[config.mk]
export PLATFORM = sky130hd
export DESIGN_NAME = wb_port_arbiter_flat
export DESIGN_NICKNAME = d
export VERILOG_FILES = /design/src/rtl/wb_port_arbiter_if.sv /design/src/rtl/wb_port_arbiter.sv /design/src/flat_wrapper.sv
export SDC_FILE = /design/constraint.sdc
export NUM_CORES = 1
export LEC_CHECK = 0
export BUFFER_PORTS_ARGS = -buffer_cell sky130_fd_sc_hd__buf_2
export CORE_MARGIN = 3
export CORE_UTILIZATION = 45
export DETAILED_ROUTE_END_ITERATION = 7
export SLEW_MARGIN = 0
export SYNTH_ARGS = -nofsm -noshare
export SYNTH_HDL_FRONTEND = slang
export SYNTH_SLANG_ARGS = --single-unit
[constraint.sdc]
create_clock -name clk -period 10.8 [get_ports clk]
set_input_delay 1.62 -clock clk [delete_from_list [all_inputs] [get_ports clk]]
set_output_delay 1.62 -clock clk [all_outputs]
set_load 0.01 [all_outputs]
[src/rtl/wb_port_arbiter_if.sv]
// rtl/wb_port_arbiter_if.sv - producer result bus and register-file write-port bundle for wb_port_arbiter
interface wb_port_arbiter_if;
    logic [2:0]  src_valid;
    logic [2:0]  src_ready;
    logic [95:0] src_tag;
    logic [14:0] src_reg;
    logic [95:0] src_data;
    logic        WE1;
    logic [4:0]  WriteReg1;
    logic [31:0] ResultW1;
    logic        WE2;
    logic [4:0]  WriteReg2;
    logic [31:0] ResultW2;

    modport master (
        output src_valid, src_tag, src_reg, src_data,
        input  src_ready, WE1, WriteReg1, ResultW1, WE2, WriteReg2, ResultW2
    );

    modport slave (
        input  src_valid, src_tag, src_reg, src_data,
        output src_ready, WE1, WriteReg1, ResultW1, WE2, WriteReg2, ResultW2
    );
endinterface

[src/rtl/wb_port_arbiter.sv]
// rtl/wb_port_arbiter.sv - three-source write-back arbiter onto two register-file ports (optional bypass: WBARB_BYPASS_EN)
module wb_port_arbiter #(
    parameter int DEPTH = 4,
    parameter int NSRC  = 3
) (
    input  logic             clk,
    input  logic             rst,
    input  logic             flush,
    wb_port_arbiter_if.slave bus,
    output logic             busy
);
    localparam int PW = $clog2(DEPTH);

    typedef struct packed {
        logic [31:0] tag;
        logic [4:0]  rd;
        logic [31:0] data;
    } ent_t;

    ent_t            mem    [NSRC][DEPTH];
    logic [PW-1:0]   wr_ptr [NSRC];
    logic [PW-1:0]   rd_ptr [NSRC];
    logic [PW:0]     count  [NSRC];
    logic [1:0]      rr_ptr;

    ent_t            in_ent [NSRC];
    ent_t            cand   [NSRC];
    logic [NSRC-1:0] cand_v;
    logic [NSRC-1:0] cand_byp;
    logic [NSRC-1:0] nonempty;
    logic [NSRC-1:0] ready;
    logic [NSRC-1:0] gnt;
    logic [NSRC-1:0] push;
    logic [NSRC-1:0] pop;

    logic [1:0]      scan [3];
    logic            a_v, b_v;
    logic [1:0]      a, b;
    logic            a_older, same_reg;
    logic            p1_v, p2_v;
    logic [1:0]      p1, p2, last;

    function automatic logic [1:0] inc3(input logic [1:0] x);
        return (x == 2'd2) ? 2'd0 : x + 2'd1;
    endfunction

    // Candidate per source: FIFO head, or the incoming result when bypass is built in
    always_comb begin
        for (int s = 0; s < NSRC; s++) begin
            in_ent[s].tag  = bus.src_tag[s*32 +: 32];
            in_ent[s].rd   = bus.src_reg[s*5 +: 5];
            in_ent[s].data = bus.src_data[s*32 +: 32];
            nonempty[s]    = (count[s] != '0);
            ready[s]       = (count[s] < (PW+1)'(DEPTH));
            cand[s]        = mem[s][rd_ptr[s]];
            cand_v[s]      = nonempty[s];
            cand_byp[s]    = 1'b0;
`ifdef WBARB_BYPASS_EN
            if (!nonempty[s] && bus.src_valid[s] && !flush) begin
                cand[s]     = in_ent[s];
                cand_v[s]   = 1'b1;
                cand_byp[s] = 1'b1;
            end
`endif
        end
    end

    assign bus.src_ready = ready;
    assign busy          = |nonempty;

    assign scan[0] = rr_ptr;
    assign scan[1] = inc3(rr_ptr);
    assign scan[2] = inc3(inc3(rr_ptr));

    always_comb begin
        a_v = 1'b0;
        b_v = 1'b0;
        a   = 2'd0;
        b   = 2'd0;
        for (int k = 0; k < NSRC; k++) begin
            if (cand_v[scan[k]]) begin
                if (!a_v) begin
                    a_v = 1'b1;
                    a   = scan[k];
                end else if (!b_v) begin
                    b_v = 1'b1;
                    b   = scan[k];
                end
            end
        end
    end

    // Same non-zero destination: only the older of the two may write this cycle
    always_comb begin
        gnt      = '0;
        p1_v     = 1'b0;
        p2_v     = 1'b0;
        p1       = a;
        p2       = b;
        last     = a;
        a_older  = (cand[a].tag < cand[b].tag);
        same_reg = (cand[a].rd == cand[b].rd) && (cand[a].rd != 5'd0);
        if (!flush && a_v) begin
            if (b_v && !same_reg) begin
                gnt[a] = 1'b1;
                gnt[b] = 1'b1;
                p1_v   = 1'b1;
                p2_v   = 1'b1;
                p1     = a_older ? a : b;
                p2     = a_older ? b : a;
                last   = b;
            end else if (b_v) begin
                p1      = a_older ? a : b;
                gnt[p1] = 1'b1;
                p1_v    = 1'b1;
                last    = p1;
            end else begin
                gnt[a] = 1'b1;
                p1_v   = 1'b1;
                p1     = a;
                last   = a;
            end
        end
    end

    always_comb begin
        for (int s = 0; s < NSRC; s++) begin
            pop[s]  = gnt[s] && !cand_byp[s];
            push[s] = bus.src_valid[s] && ready[s] && !flush && !(gnt[s] && cand_byp[s]);
        end
    end

    always_ff @(posedge clk) begin
        for (int s = 0; s < NSRC; s++) begin
            if (push[s]) begin
                mem[s][wr_ptr[s]] <= in_ent[s];
            end
        end
    end

    always_ff @(posedge clk or posedge rst) begin
        if (rst) begin
            for (int s = 0; s < NSRC; s++) begin
                wr_ptr[s] <= '0;
                rd_ptr[s] <= '0;
                count[s]  <= '0;
            end
            rr_ptr        <= 2'd0;
            bus.WE1       <= 1'b0;
            bus.WriteReg1 <= 5'd0;
            bus.ResultW1  <= 32'd0;
            bus.WE2       <= 1'b0;
            bus.WriteReg2 <= 5'd0;
            bus.ResultW2  <= 32'd0;
        end else if (flush) begin
            for (int s = 0; s < NSRC; s++) begin
                wr_ptr[s] <= '0;
                rd_ptr[s] <= '0;
                count[s]  <= '0;
            end
            rr_ptr  <= 2'd0;
            bus.WE1 <= 1'b0;
            bus.WE2 <= 1'b0;
        end else begin
            for (int s = 0; s < NSRC; s++) begin
                wr_ptr[s] <= wr_ptr[s] + PW'(push[s]);
                rd_ptr[s] <= rd_ptr[s] + PW'(pop[s]);
                count[s]  <= count[s] + (PW+1)'(push[s]) - (PW+1)'(pop[s]);
            end
            if (|gnt) begin
                rr_ptr <= inc3(last);
            end
            // r0 still takes its slot and pops, but never asserts a write enable
            bus.WE1 <= p1_v && (cand[p1].rd != 5'd0);
            bus.WE2 <= p2_v && (cand[p2].rd != 5'd0);
            if (p1_v) begin
                bus.WriteReg1 <= cand[p1].rd;
                bus.ResultW1  <= cand[p1].data;
            end
            if (p2_v) begin
                bus.WriteReg2 <= cand[p2].rd;
                bus.ResultW2  <= cand[p2].data;
            end
        end
    end
endmodule

[src/flat_wrapper.sv]
// flat-port wrapper written by rule: the top's interface ports become plain ports
module wb_port_arbiter_flat 
#(
    parameter int DEPTH = 4,
    parameter int NSRC  = 3
)
  (clk, rst, flush, busy, bus_src_valid, bus_src_tag, bus_src_reg, bus_src_data, bus_src_ready, bus_WE1, bus_WriteReg1, bus_ResultW1, bus_WE2, bus_WriteReg2, bus_ResultW2);
  wb_port_arbiter_if bus_i ();
  input  logic clk;
  input  logic rst;
  input  logic flush;
  output logic busy;
  input wire logic [$bits(bus_i.src_valid)-1:0] bus_src_valid;
  input wire logic [$bits(bus_i.src_tag)-1:0] bus_src_tag;
  input wire logic [$bits(bus_i.src_reg)-1:0] bus_src_reg;
  input wire logic [$bits(bus_i.src_data)-1:0] bus_src_data;
  output wire logic [$bits(bus_i.src_ready)-1:0] bus_src_ready;
  output wire logic [$bits(bus_i.WE1)-1:0] bus_WE1;
  output wire logic [$bits(bus_i.WriteReg1)-1:0] bus_WriteReg1;
  output wire logic [$bits(bus_i.ResultW1)-1:0] bus_ResultW1;
  output wire logic [$bits(bus_i.WE2)-1:0] bus_WE2;
  output wire logic [$bits(bus_i.WriteReg2)-1:0] bus_WriteReg2;
  output wire logic [$bits(bus_i.ResultW2)-1:0] bus_ResultW2;
  assign bus_i.src_valid = bus_src_valid;
  assign bus_i.src_tag = bus_src_tag;
  assign bus_i.src_reg = bus_src_reg;
  assign bus_i.src_data = bus_src_data;
  assign bus_src_ready = bus_i.src_ready;
  assign bus_WE1 = bus_i.WE1;
  assign bus_WriteReg1 = bus_i.WriteReg1;
  assign bus_ResultW1 = bus_i.ResultW1;
  assign bus_WE2 = bus_i.WE2;
  assign bus_WriteReg2 = bus_i.WriteReg2;
  assign bus_ResultW2 = bus_i.ResultW2;
  wb_port_arbiter #(.DEPTH(DEPTH), .NSRC(NSRC)) u_core (.clk(clk), .rst(rst), .flush(flush), .bus(bus_i), .busy(busy));
endmodule
==> Word-level counts from Yosys, hierarchy flattened <==
Memory sizes are Yosys's and may differ from the RTL's.
Cells that the tools add are included.
{ "word_totals": {"register_bits": 99, "ram_bits": 828, "input_bits": 213, "output_inout_bits": 80, "wordCells": 191, "memories": 1} }
{ "mem_list": {"columns": ["name", "depth", "width", "rd", "rd_ports_with_merged_regs", "write_ports", "line", "rtl"], "rows": [
  ["u_core.mem", 3, 276, 3, 0, 3, "wb_port_arbiter.sv:20", "ent_t mem [NSRC][DEPTH];"]
]} }
{ "op_classes": {"add_sub_neg": 15, "order_cmp": 26, "n_eq_ne": 4, "n_mux": 87, "n_bitwise": 12, "n_reduce_logical": 30} }
{ "ops": {"columns": ["op", "count"], "rows": [
  ["$bmux 69 s2", 7],
  ["$mux 69", 13],
  ["$mux 276", 3],
  ["$demux 69 s2", 3],
  ["$mux 37", 4],
  ["$mux 2", 24],
  ["$lt 32x32->1", 1],
  ["$ge 3x3->1 const B", 10],
  ["$not 2->3", 10],
  ["$mux 1", 21],
  ["$lt 2x3->1 const B", 6],
  ["$logic_and 1x1->1", 17],
  ["$reduce_bool 5->1", 3],
  ["$add 2x1->2", 6],
  ["$mux 6", 2],
  ["$add 3x1->3", 3],
  ["$lt 3x1->1 const B", 3],
  ["$lt 3x3->1 const B", 3],
  ["$mux 3", 3],
  ["$mux 9", 1],
  ["$reduce_bool 3->1", 3],
  ["$sub 3x1->3", 3],
  ["$add 2x1->2 const B", 3],
  ["$bmux 1 s2", 3],
  ["other kinds (10)", 19]
]} }

==> Depth between registers and ports, before layout <==
Gate-level depths: netlist of the first run.
{ "depth": {"ltp_word": 26, "ltp_mapped": 29} }

==> Least setup slack after synthesis of the first run <==
Ideal clock, no wire load.
{ "synth_path": {"path_type": "input to register", "from": "input port flush", "to": "memory u_core.mem[0][759] (netlist name) (enable)", "setup_ns": 0.596, "arrival_ns": 7.335, "required_ns": 10.204, "setup_slack_ns": 2.869, "stages": 3, "path_buffers": 1, "cell_sequence": "clkbuf_1 nor3b_1 nor3b_1"} }
{ "synth_rtl": {"columns": ["item", "line", "rtl"], "rows": [
  ["start, declared", "flat_wrapper.sv:11", "input logic flush;"],
  ["end, declared", "wb_port_arbiter.sv:20", null]
]} }

==> Worst setup path in the final report of the first run <==
{ "layout_path": {"from": "register u_core.count[7] (netlist name)", "to": "register u_core.bus.WE2"} }
{ "layout_between": {"elab_chain_cells": 26} }
{ "layout_rtl": {"columns": ["item", "line", "rtl"], "rows": [
  ["start, declared", "wb_port_arbiter.sv:23", "logic [PW:0] count [NSRC];"],
  ["start signal, assigned by index", "wb_port_arbiter.sv:168", "count[s] <= count[s] + (PW+1)'(push[s]) - (PW+1)'(pop[s]);"],
  ["$reduce_bool 3->1 (*)", "wb_port_arbiter.sv:53", "nonempty[s] = (count[s] != '0);"],
  ["branches (longest 23 deep; another with $bmux 69 s2)", null, null],
  ["$logic_and 1x1->1 (*)", "wb_port_arbiter.sv:175", "bus.WE2 <= p2_v && (cand[p2].rd != 5'd0);"],
  ["$mux 1 (*)", "wb_port_arbiter.sv:155", "end else if (flush) begin"],
  ["end signal, assigned", "wb_port_arbiter.sv:175", null],
  ["end, declared", "wb_port_arbiter_if.sv:22", "output src_ready, WE1, WriteReg1, ResultW1, WE2, WriteReg2, ResultW2"]
]} }
Mark *: on every way between the ends. The select of a mux whose other input is x is not followed.
A chain may end at the register's enable or synchronous reset.

==> metrics.md, run 1 <==
| Metric | Value |
|---|---|
| # clock sinks | 927 |
| Drt wl/cell | about 27 um |
| Fraction of synthesized area in multiplexers | 0.147 |
| Crit path arrival time | between 8000 and 9000 ps |
| Final #Nets | 2636 |
| Die Ht | around 300 um |
| Area post-placement | about 0.04 mm^2 |
| # fillers | ~6700 |
| Worst Setup End Kind | register |
| P_sw | 4.48 mW |
| Root Driver | clkbuf_16 |
| Clock Path Buffers | 3 |
| Row count | between 100 and 150 |
| I/O pin count | ~300 |
| Total track usage | 0.224 |
| Top layer used by detailed routing | met5 |
| Postcts setup bufs | 0 |
| Input/output buffers | 292 |
| Pwr Density | between 200 and 300 mW/mm^2 |
| CP Data Required Time | roughly 11000 ps |
| Clock Skews | 22.5 ps |
| FF+latch count, synth | a little over 900 |
| Vias | between 20000 and 25000 |
| Antenna violations before repair | 37 |
| Yosys warns | 0 |
| Setup ws final | between 3000 and 4000 ps |
| Final setup vio count | 0 |
| Largest family of logic cells by synthesized area | multiplexers |
| First-pass GRT wire length | approximately 140 mm |
| Sequential power share | 0.357 |
| RD Place Congestion | around 0.85 |
| Layout area overhead | 15.3% |
| Max-cap viol count | 0 |
| Rel. slew slack | 0.259 |
| Hold_buf cts | 0 |
| WL met2 | a little under 50 mm |
| Core area | between 0.08 and 0.09 mm^2 |
| Leakage | ~15 nW |
| Synth area leaders | edfxtp_1 (66%), mux4_2 (12%), dfrtp_1 (6.5%) |
| Post-DR vias/cell | between 5 and 6 |
| CP startpoint kind | register |
| Sw frac | 0.358 |
| Fin crit share | 0.699 |
| GRT overflow | 0 |
| Sequential fraction of the synthesis area | 0.722 |
| Post-Synthesis Cells | 2068 |
| H-tree depth | 3 |
| Class of the most critical setup path | register to register |
| Crit path max fanout | 46 |
| Hold slack final | between 400 and 500 ps |
| Die area | just under 0.09 mm^2 |
| DR iter-0 viols | 1583 |
| Met1 wire length | around 39 mm |
| Ys flop type | edfxtp_1 |
| Initial Util | 0.458 |
| Adder and majority gate portion of the synthesized area | 0.0158 |
| Synth Area in XOR/XNOR | 0.00301 |
| Final TNS setup | 0 ps |
| Synth top area share | 0.656 |
| Share of cells above drive strength 1 | 0.295 |
| Vias in the first global route | 21800 |
| Largest area contributor in the netlist | edfxtp_1 |
| Post-CTS resize count | 0 |
| Syn_nets | ~2300 |
| Post-Syn Area | approximately 0.038 mm^2 |
| Routed wire length | ~97 mm |
| Final ANT Viol Nets | 0 |
| Finished layout cell area | about 0.044 mm^2 |
| Synth cell types | 76 |
| Inserted Clock Buffers | 96 |
| Post-synthesis compound-gate area fraction | 0.0598 |
| EDFF count, synth | ~830 |
| Final HPWL DP | 61.8 mm |
| Clock Latency Late Sink | roughly 650 ps |
| TritonCTS clock tree | done |
| Pint | 8.02 mW |
| Status | completed |
| RSZ-0062 raised after global routing | no |
| Combinational group share of total power | 0.386 |
| DP Worst Slack | 3360 ps |
| Metal3 WL | around 6.5 mm |
| Pin count of the biggest net entering global routing | 78 |
| Initial DRT Pass Iterations | 7 |
| Final Non-Filler Cells | 3546 |
| Final hold violations | 0 |
| Worst IR Drop VDD | roughly 0.22 mV |
| Post-Synth Simple-Gate Area | 0.0369 |
| Fin crit period | 7550 ps |
| Placed Cells | roughly 3300 |
| Slew Viols, Final | 0 |
| Drt drc | 0 |
| DIE WIDTH | ~300 um |
| Asr flop ratio synth | 0.107 |
| Worst-Margin Slew | 1110 ps |
| Fmax | between 0.1 and 0.15 GHz |
| Clk network pwr share | 0.257 |
| Mapped Avg Cell Area | ~18 um^2 |
| Worst-path clk slew | 60 ps |
| Hold Crit Class | register to register |
==> critical path, stage by stage, from the launching register on <==
cell and delay, ps:
dfrtp_1 470, or3_1 570, nand3_1 200, a31o_2 160
buf_4 480, nand2_1 820, o21ai_0 420, ha_1 290
a21o_1 180, a21oi_1 130, o21ai_0 100, a2111oi_0 710
nand4_1 170, a31oi_1 430, inv_1 120, nand3_2 150
mux2i_4 740, buf_4 590, mux2i_1 250, a21o_1 160
a41oi_1 130
==> path summary, 6_finish.rpt <==
kind	slack [ps]	start	end	depth (start not counted)
min in group asynchronous	1020	rst	u_core.bus.ResultW1[3]	2
max	3250	u_core.count[7]	u_core.bus.WE2	20
max reg2reg	3250	u_core.count[7]	u_core.bus.WE2	20
max in group asynchronous	8250	rst	u_core.rd_ptr[2]	3
min	470	u_core.bus.ResultW2[8]	u_core.bus.ResultW2[8]	1
min reg2reg	470	u_core.bus.ResultW2[8]	u_core.bus.ResultW2[8]	1
==> flip-flops by register name, indices dropped and copies added (netlist names) <==
name,flops
u_core.count,9
u_core.bus.ResultW2,32
u_core.rd_ptr,6
u_core.rr_ptr,2
u_core.bus.WE1,1
u_core.bus.ResultW1,32
u_core.bus.WriteReg2,5
u_core.wr_ptr,6
u_core.bus.WE2,1
u_core.bus.WriteReg1,5
u_core.mem,828
==> per-stage QoR <==
step,power (mW),utilization
final,12.5,0.528
after global routing,13.2,0.527
after CTS,12.6,0.527
after detailed placement,9.39,0.490
after global placement,9.29,0.490
after floorplan,7.90,-
==> area by class of cell <==
cell class	count	area, um^2	area share
well taps	1070	1340	0.0306
flip-flops and latches	927	27400	0.626
clock buffers	117	2510	0.0575
inverters	23	88.8	0.00203
repair buffers	329	1740	0.0398
multi-input cells	1000	10000	0.230
diodes	17	42.5	0.000974
clock inverters	63	571	0.0131
==> kinds of logic (layout without fill, tap and decap cells) <==
| family | count (synthesis) | count (layout) |
|---|---|---|
| AO/OA/AOI/OAI | 342 | 342 |
| XOR/XNOR | 13 | 13 |
| adder cells (fa/ha/maj) | 46 | 46 |
| buffers and inverters | 141 | 532 |
| flip-flops | 927 | 927 |
| multiplexers | 294 | 294 |
| other | 0 | 17 |
| AND/OR/NAND/NOR | 305 | 305 |
==> cell usage after synthesis, types with 4 or more instances <==
cell,count
nor3b_1,5
ha_1,43
a211oi_1,38
o21ai_0,107
edfxtp_1,828
o22a_1,33
mux4_2,207
nand3_1,10
o22ai_1,18
inv_1,23
o211ai_1,4
a31oi_1,6
xnor2_1,12
mux2i_1,77
buf_1,18
dfrtp_1,99
nor2_1,97
mux2_2,6
and3_1,7
nand2b_1,8
o31ai_1,6
nand4_1,9
buf_4,7
nor2b_1,17
a21o_1,42
a21oi_1,27
o21ai_1,13
nor3_1,5
o221ai_1,4
clkbuf_1,77
buf_2,12
nand2_1,125
a22oi_1,18
==> metal layers <==
layer,up-vias,GRT usage
li1,9018,-
met1,10700,0.289
met2,587,0.387
met3,169,0.0520
met4,30,0.0562
met5,-,0
==> cells in the final DEF (no fill, tap or decap), drive strengths merged, types with 8 or more instances in the layout <==
cell    synthesis  layout
and3            8       8
o21ai         120     120
nor2           97      97
xnor2          12      12
bufinv          0       8
ha             43      43
clkinv          0      45
clkbuf         77     117
buf            41     329
nand2         125     125
a21o           42      42
o22a           33      33
nand4          10      10
mux2i          78      78
dfrtp          99      99
o22ai          18      18
a211oi         38      38
mux4          207     207
a22oi          18      18
nand2b          8       8
mux2            9       9
a21oi          28      28
nor2b          17      17
diode           0      17
edfxtp        828     828
inv            23      29
nand3          11      11
==> power by group through the flow <==
stage          Combinational (mW)  Clock [mW]  Sequential, mW
3_5_place_dp                 4.84           0            4.55
6_report                     4.82        3.21            4.47
3_3_place_gp                 4.75           0            4.53
2_1_floorplan                3.41           0            4.49
4_1_cts                      4.86        3.29            4.47
5_1_grt                      5.31        3.44            4.50
(Power assumes the default switching activity.)
==> run 2: changes to the inputs <==
--- a/config.mk
+++ b/config.mk
@@ -5,6 +5,7 @@
 export SDC_FILE = /design/constraint.sdc
 export NUM_CORES = 1
 export LEC_CHECK = 0
+export ABC_AREA = 1
 export BUFFER_PORTS_ARGS = -buffer_cell sky130_fd_sc_hd__buf_2
 export CORE_MARGIN = 3
 export CORE_UTILIZATION = 45
==> constraint.sdc (replaced) <==
create_clock -name clk -period 7 [get_ports clk]
set_input_delay 1.05 -clock clk [delete_from_list [all_inputs] [get_ports clk]]
set_output_delay 1.05 -clock clk [all_outputs]
set_load 0.01 [all_outputs]
==> metrics.md, run 2 <==
| Metric | Value |
|---|---|
| Status | completed (unchanged) |
| Synth cell types | 45 (was 76) |
| Die area | 0.0900 mm^2 (was 0.0877 mm^2) |
| Post-Synthesis Cells | 3258 (was 2068) |
| # fillers | 7470 (was 6671) |
| Final HPWL DP | 68.3 mm (was 61.8 mm) |
| Clk network pwr share | 0.214 (was 0.257) |
| Vias in the first global route | 24700 (was 21800) |
| Antenna violations before repair | 35 (was 37) |
| Worst IR Drop VDD | 0.507 mV (was 0.220 mV) |
| Class of the most critical setup path | register to register (unchanged) |
| Synth area leaders | edfxtp_1 (64%), nand2_1 (7.8%), dfrtp_1 (6.4%) (was edfxtp_1 (66%), mux4_2 (12%), dfrtp_1 (6.5%)) |
| Commonest non-fill, non-tap cells in the layout | edfxtp_1 (828), nand2_1 (812), buf_2 (292) (was edfxtp_1 (828), buf_2 (292), mux4_2 (207)) |
| Layout area overhead | 14.3% (was 15.3%) |
| Sequential fraction of the synthesis area | 0.703 (was 0.722) |
| Slew Viols, Final | 0 (unchanged) |
| # clock sinks | 927 (unchanged) |
| Max-cap viol count | 0 (unchanged) |
| Clock Path Buffers | 3 (unchanged) |
| DIE WIDTH | 300 um (was 296 um) |
| DR iter-0 viols | 2465 (was 1583) |
| Crit path arrival time | 6520 ps (was 8010 ps) |
| Synth cell count leaders | edfxtp_1 (828), nand2_1 (812), nor2_1 (267) (was edfxtp_1 (828), mux4_2 (207), nand2_1 (125)) |
| Fin crit share | 0.860 (was 0.699) |
| Leakage | 16.5 nW (was 15.4 nW) |
| Post-DR vias/cell | 5.60 (was 5.79) |
| GRT overflow | 0 (unchanged) |
| Mapped Avg Cell Area | 11.9 um^2 (was 18.3 um^2) |
| CP startpoint kind | register (unchanged) |
| I/O pin count | 293 (unchanged) |
| RSZ-0062 raised after global routing | no (unchanged) |
| Root Driver | clkbuf_16 (unchanged) |
| Largest area contributor in the netlist | edfxtp_1 (unchanged) |
| Die Ht | 300 um (was 296 um) |
| Setup ws final | 979 ps (was 3250 ps) |
| Yosys warns | 0 (unchanged) |
| Synth top area share | 0.640 (was 0.656) |
| Row count | 107 (was 105) |
| Worst-Margin Slew | 1090 ps (was 1110 ps) |
| Combinational group share of total power | 0.486 (was 0.386) |
| DP Worst Slack | 1100 ps (was 3360 ps) |
| EDFF count, synth | 828 (unchanged) |
| Asr flop ratio synth | 0.107 (unchanged) |
| Pint | 12.8 mW (was 8.02 mW) |
| Sequential power share | 0.301 (was 0.357) |
| Routed wire length | 107 mm (was 97.2 mm) |
| Initial DRT Pass Iterations | 6 (was 7) |
| Critical Path Max Stage Delay | 650 ps (was 820 ps) |
| RD Place Congestion | 0.839 (was 0.846) |
| Post-CTS resize count | 0 (unchanged) |
| Pwr Density | 515 mW/mm^2 (was 286 mW/mm^2) |
| Slowest CP cell | inv_2 (was nand2_1) |
| Core area | 0.0854 mm^2 (was 0.0828 mm^2) |
| Clock Latency Late Sink | 650 ps (about the same) |
| Max FFs per register | 828 (unchanged) |
| Final TNS setup | 0 ps (unchanged) |
| Hold Crit Class | input port to asynchronous set/reset pin (was register to register) |
| Crit path max fanout | 54 (was 46) |
| Final hold violations | 0 (unchanged) |
| CP Data Required Time | 7500 ps (was 11260 ps) |
| Worst Setup End Kind | register (unchanged) |
| Most used cell, CP | nand2_1 |
| Postcts setup bufs | 0 (unchanged) |
| Worst-path clk slew | 60 ps (about the same) |
| Final #Nets | 3746 (was 2636) |
| Util after Layout | 0.520 (was 0.528) |
| Most frequent cell after synthesis | edfxtp_1 (unchanged) |
| Final setup vio count | 0 (unchanged) |
| P_sw | 10.1 mW (was 4.48 mW) |
| Drt wl/cell | 22.6 um (was 27.4 um) |
| Sw frac | 0.441 (was 0.358) |
| TritonCTS clock tree | done (unchanged) |
| H-tree depth | 3 (unchanged) |
| Clock Skews | 29.7 ps (was 22.5 ps) |
| Final ANT Viol Nets | 0 (unchanged) |
| Rel. slew slack | 0.273 (was 0.259) |
| First-pass GRT wire length | 158 mm (was 143 mm) |
| Commonest non-fill, non-tap cell in the layout | edfxtp_1 (unchanged) |
| Hold_buf cts | 0 (unchanged) |
| Ys flop type | edfxtp_1 (unchanged) |
| Post-Syn Area | 0.0389 mm^2 (was 0.0379 mm^2) |
| Syn_nets | 3517 (was 2327) |
| Worst reg-to-reg setup slack | 980 ps (was 3250 ps) |
| Fmax | 0.166 GHz (was 0.132 GHz) |
| Vias | 26500 (was 20500) |
| Pin count of the biggest net entering global routing | 83 (was 78) |
| Initial Util | 0.455 (was 0.458) |
| Input/output buffers | 292 (unchanged) |
| Total track usage | 0.234 (was 0.224) |
| Fin crit period | 6020 ps (was 7550 ps) |
| Design Power | 22.9 mW (was 12.5 mW) |
| Share of cells above drive strength 1 | 0.153 (was 0.295) |
| Inserted Clock Buffers | 95 (was 96) |
| Drt drc | 0 (unchanged) |
| FF+latch count, synth | 927 (unchanged) |
## run 2: through the flow
| step | cells | area [um^2] | hold slack [ps] |
|---|---|---|---|
| global placement | 4534 | 41300 | 526 |
| detailed placement | 4534 | 41300 | 534 |
| floorplan | 3258 | 38900 | 523 |
| finish | 4730 | 44500 | 505 |
| CTS | 4712 | 44400 | 522 |
| global route | 4723 | 44400 | 551 |
## run 2: area by class of cell
cell class                      instances  area, um^2  share of cell area
Sequential cell                       927       27400               0.615
Multi-Input combinational cell       2038       10400               0.234
Clock buffer                          135        2720              0.0611
Timing Repair Buffer                  340        1830              0.0413
Tap cell                             1144        1430              0.0322
Clock inverter                         43         344             0.00774
Inverter                               85         337             0.00757
Antenna cell                           18        45.0             0.00101
## run 2: kinds of logic (layout without fill, tap and decap cells)
group | Yosys count | in the layout | share of synthesized area
fa+ha+maj | 46 | 46 | 0.0154
flops | 927 | 927 | 0.703
other cells | 0 | 18 | 0
xor+xnor | 12 | 12 | 0.00270
compound gates | 736 | 736 | 0.118
simple gates | 1244 | 1244 | 0.129
buf+inv | 293 | 603 | 0.0309
## run 2: final timing paths
path | start | end | cells after the start
max | u_core.count[7] | u_core.count[4] | 30
min | rst | u_core.wr_ptr[2] | 2
max reg2reg | u_core.count[7] | u_core.count[4] | 30
min reg2reg | u_core.bus.ResultW1[18] | u_core.bus.ResultW1[18] | 2
max in group asynchronous | rst | u_core.bus.ResultW1[16] | 3
min in group clk | u_core.bus.ResultW1[18] | u_core.bus.ResultW1[18] | 2
## run 2: power by group through the flow
| stage | clock [mW] | sequential [mW] | combinational [mW] |
|---|---|---|---|
| 6_report | 4.89 | 6.89 | 11.1 |
| 3_3_place_gp | 0 | 6.98 | 10.9 |
| 3_5_place_dp | 0 | 6.99 | 11.0 |
| 5_1_grt | 5.21 | 6.92 | 12.4 |
| 4_1_cts | 4.99 | 6.88 | 11.0 |
| 2_1_floorplan | 0 | 6.95 | 7.77 |
## run 2: metal layers
layer,share of wire,global-route usage,up-vias
met5,0.0019,0,-
met4,0.021,0.0633,30
met3,0.072,0.0415,168
met2,0.44,0.349,906
met1,0.46,0.353,13100
li1,-,-,12300
## run 2: worst max-delay path, delay by kind of cell (launching register included)
kind / cells / cell delay [ps]
adder cells (fa/ha/maj): 4 / 1230
AND/OR/NAND/NOR: 15 / 1630
AO/OA/AOI/OAI: 8 / 1810
flip-flops: 1 / 420
buffers and inverters: 3 / 770
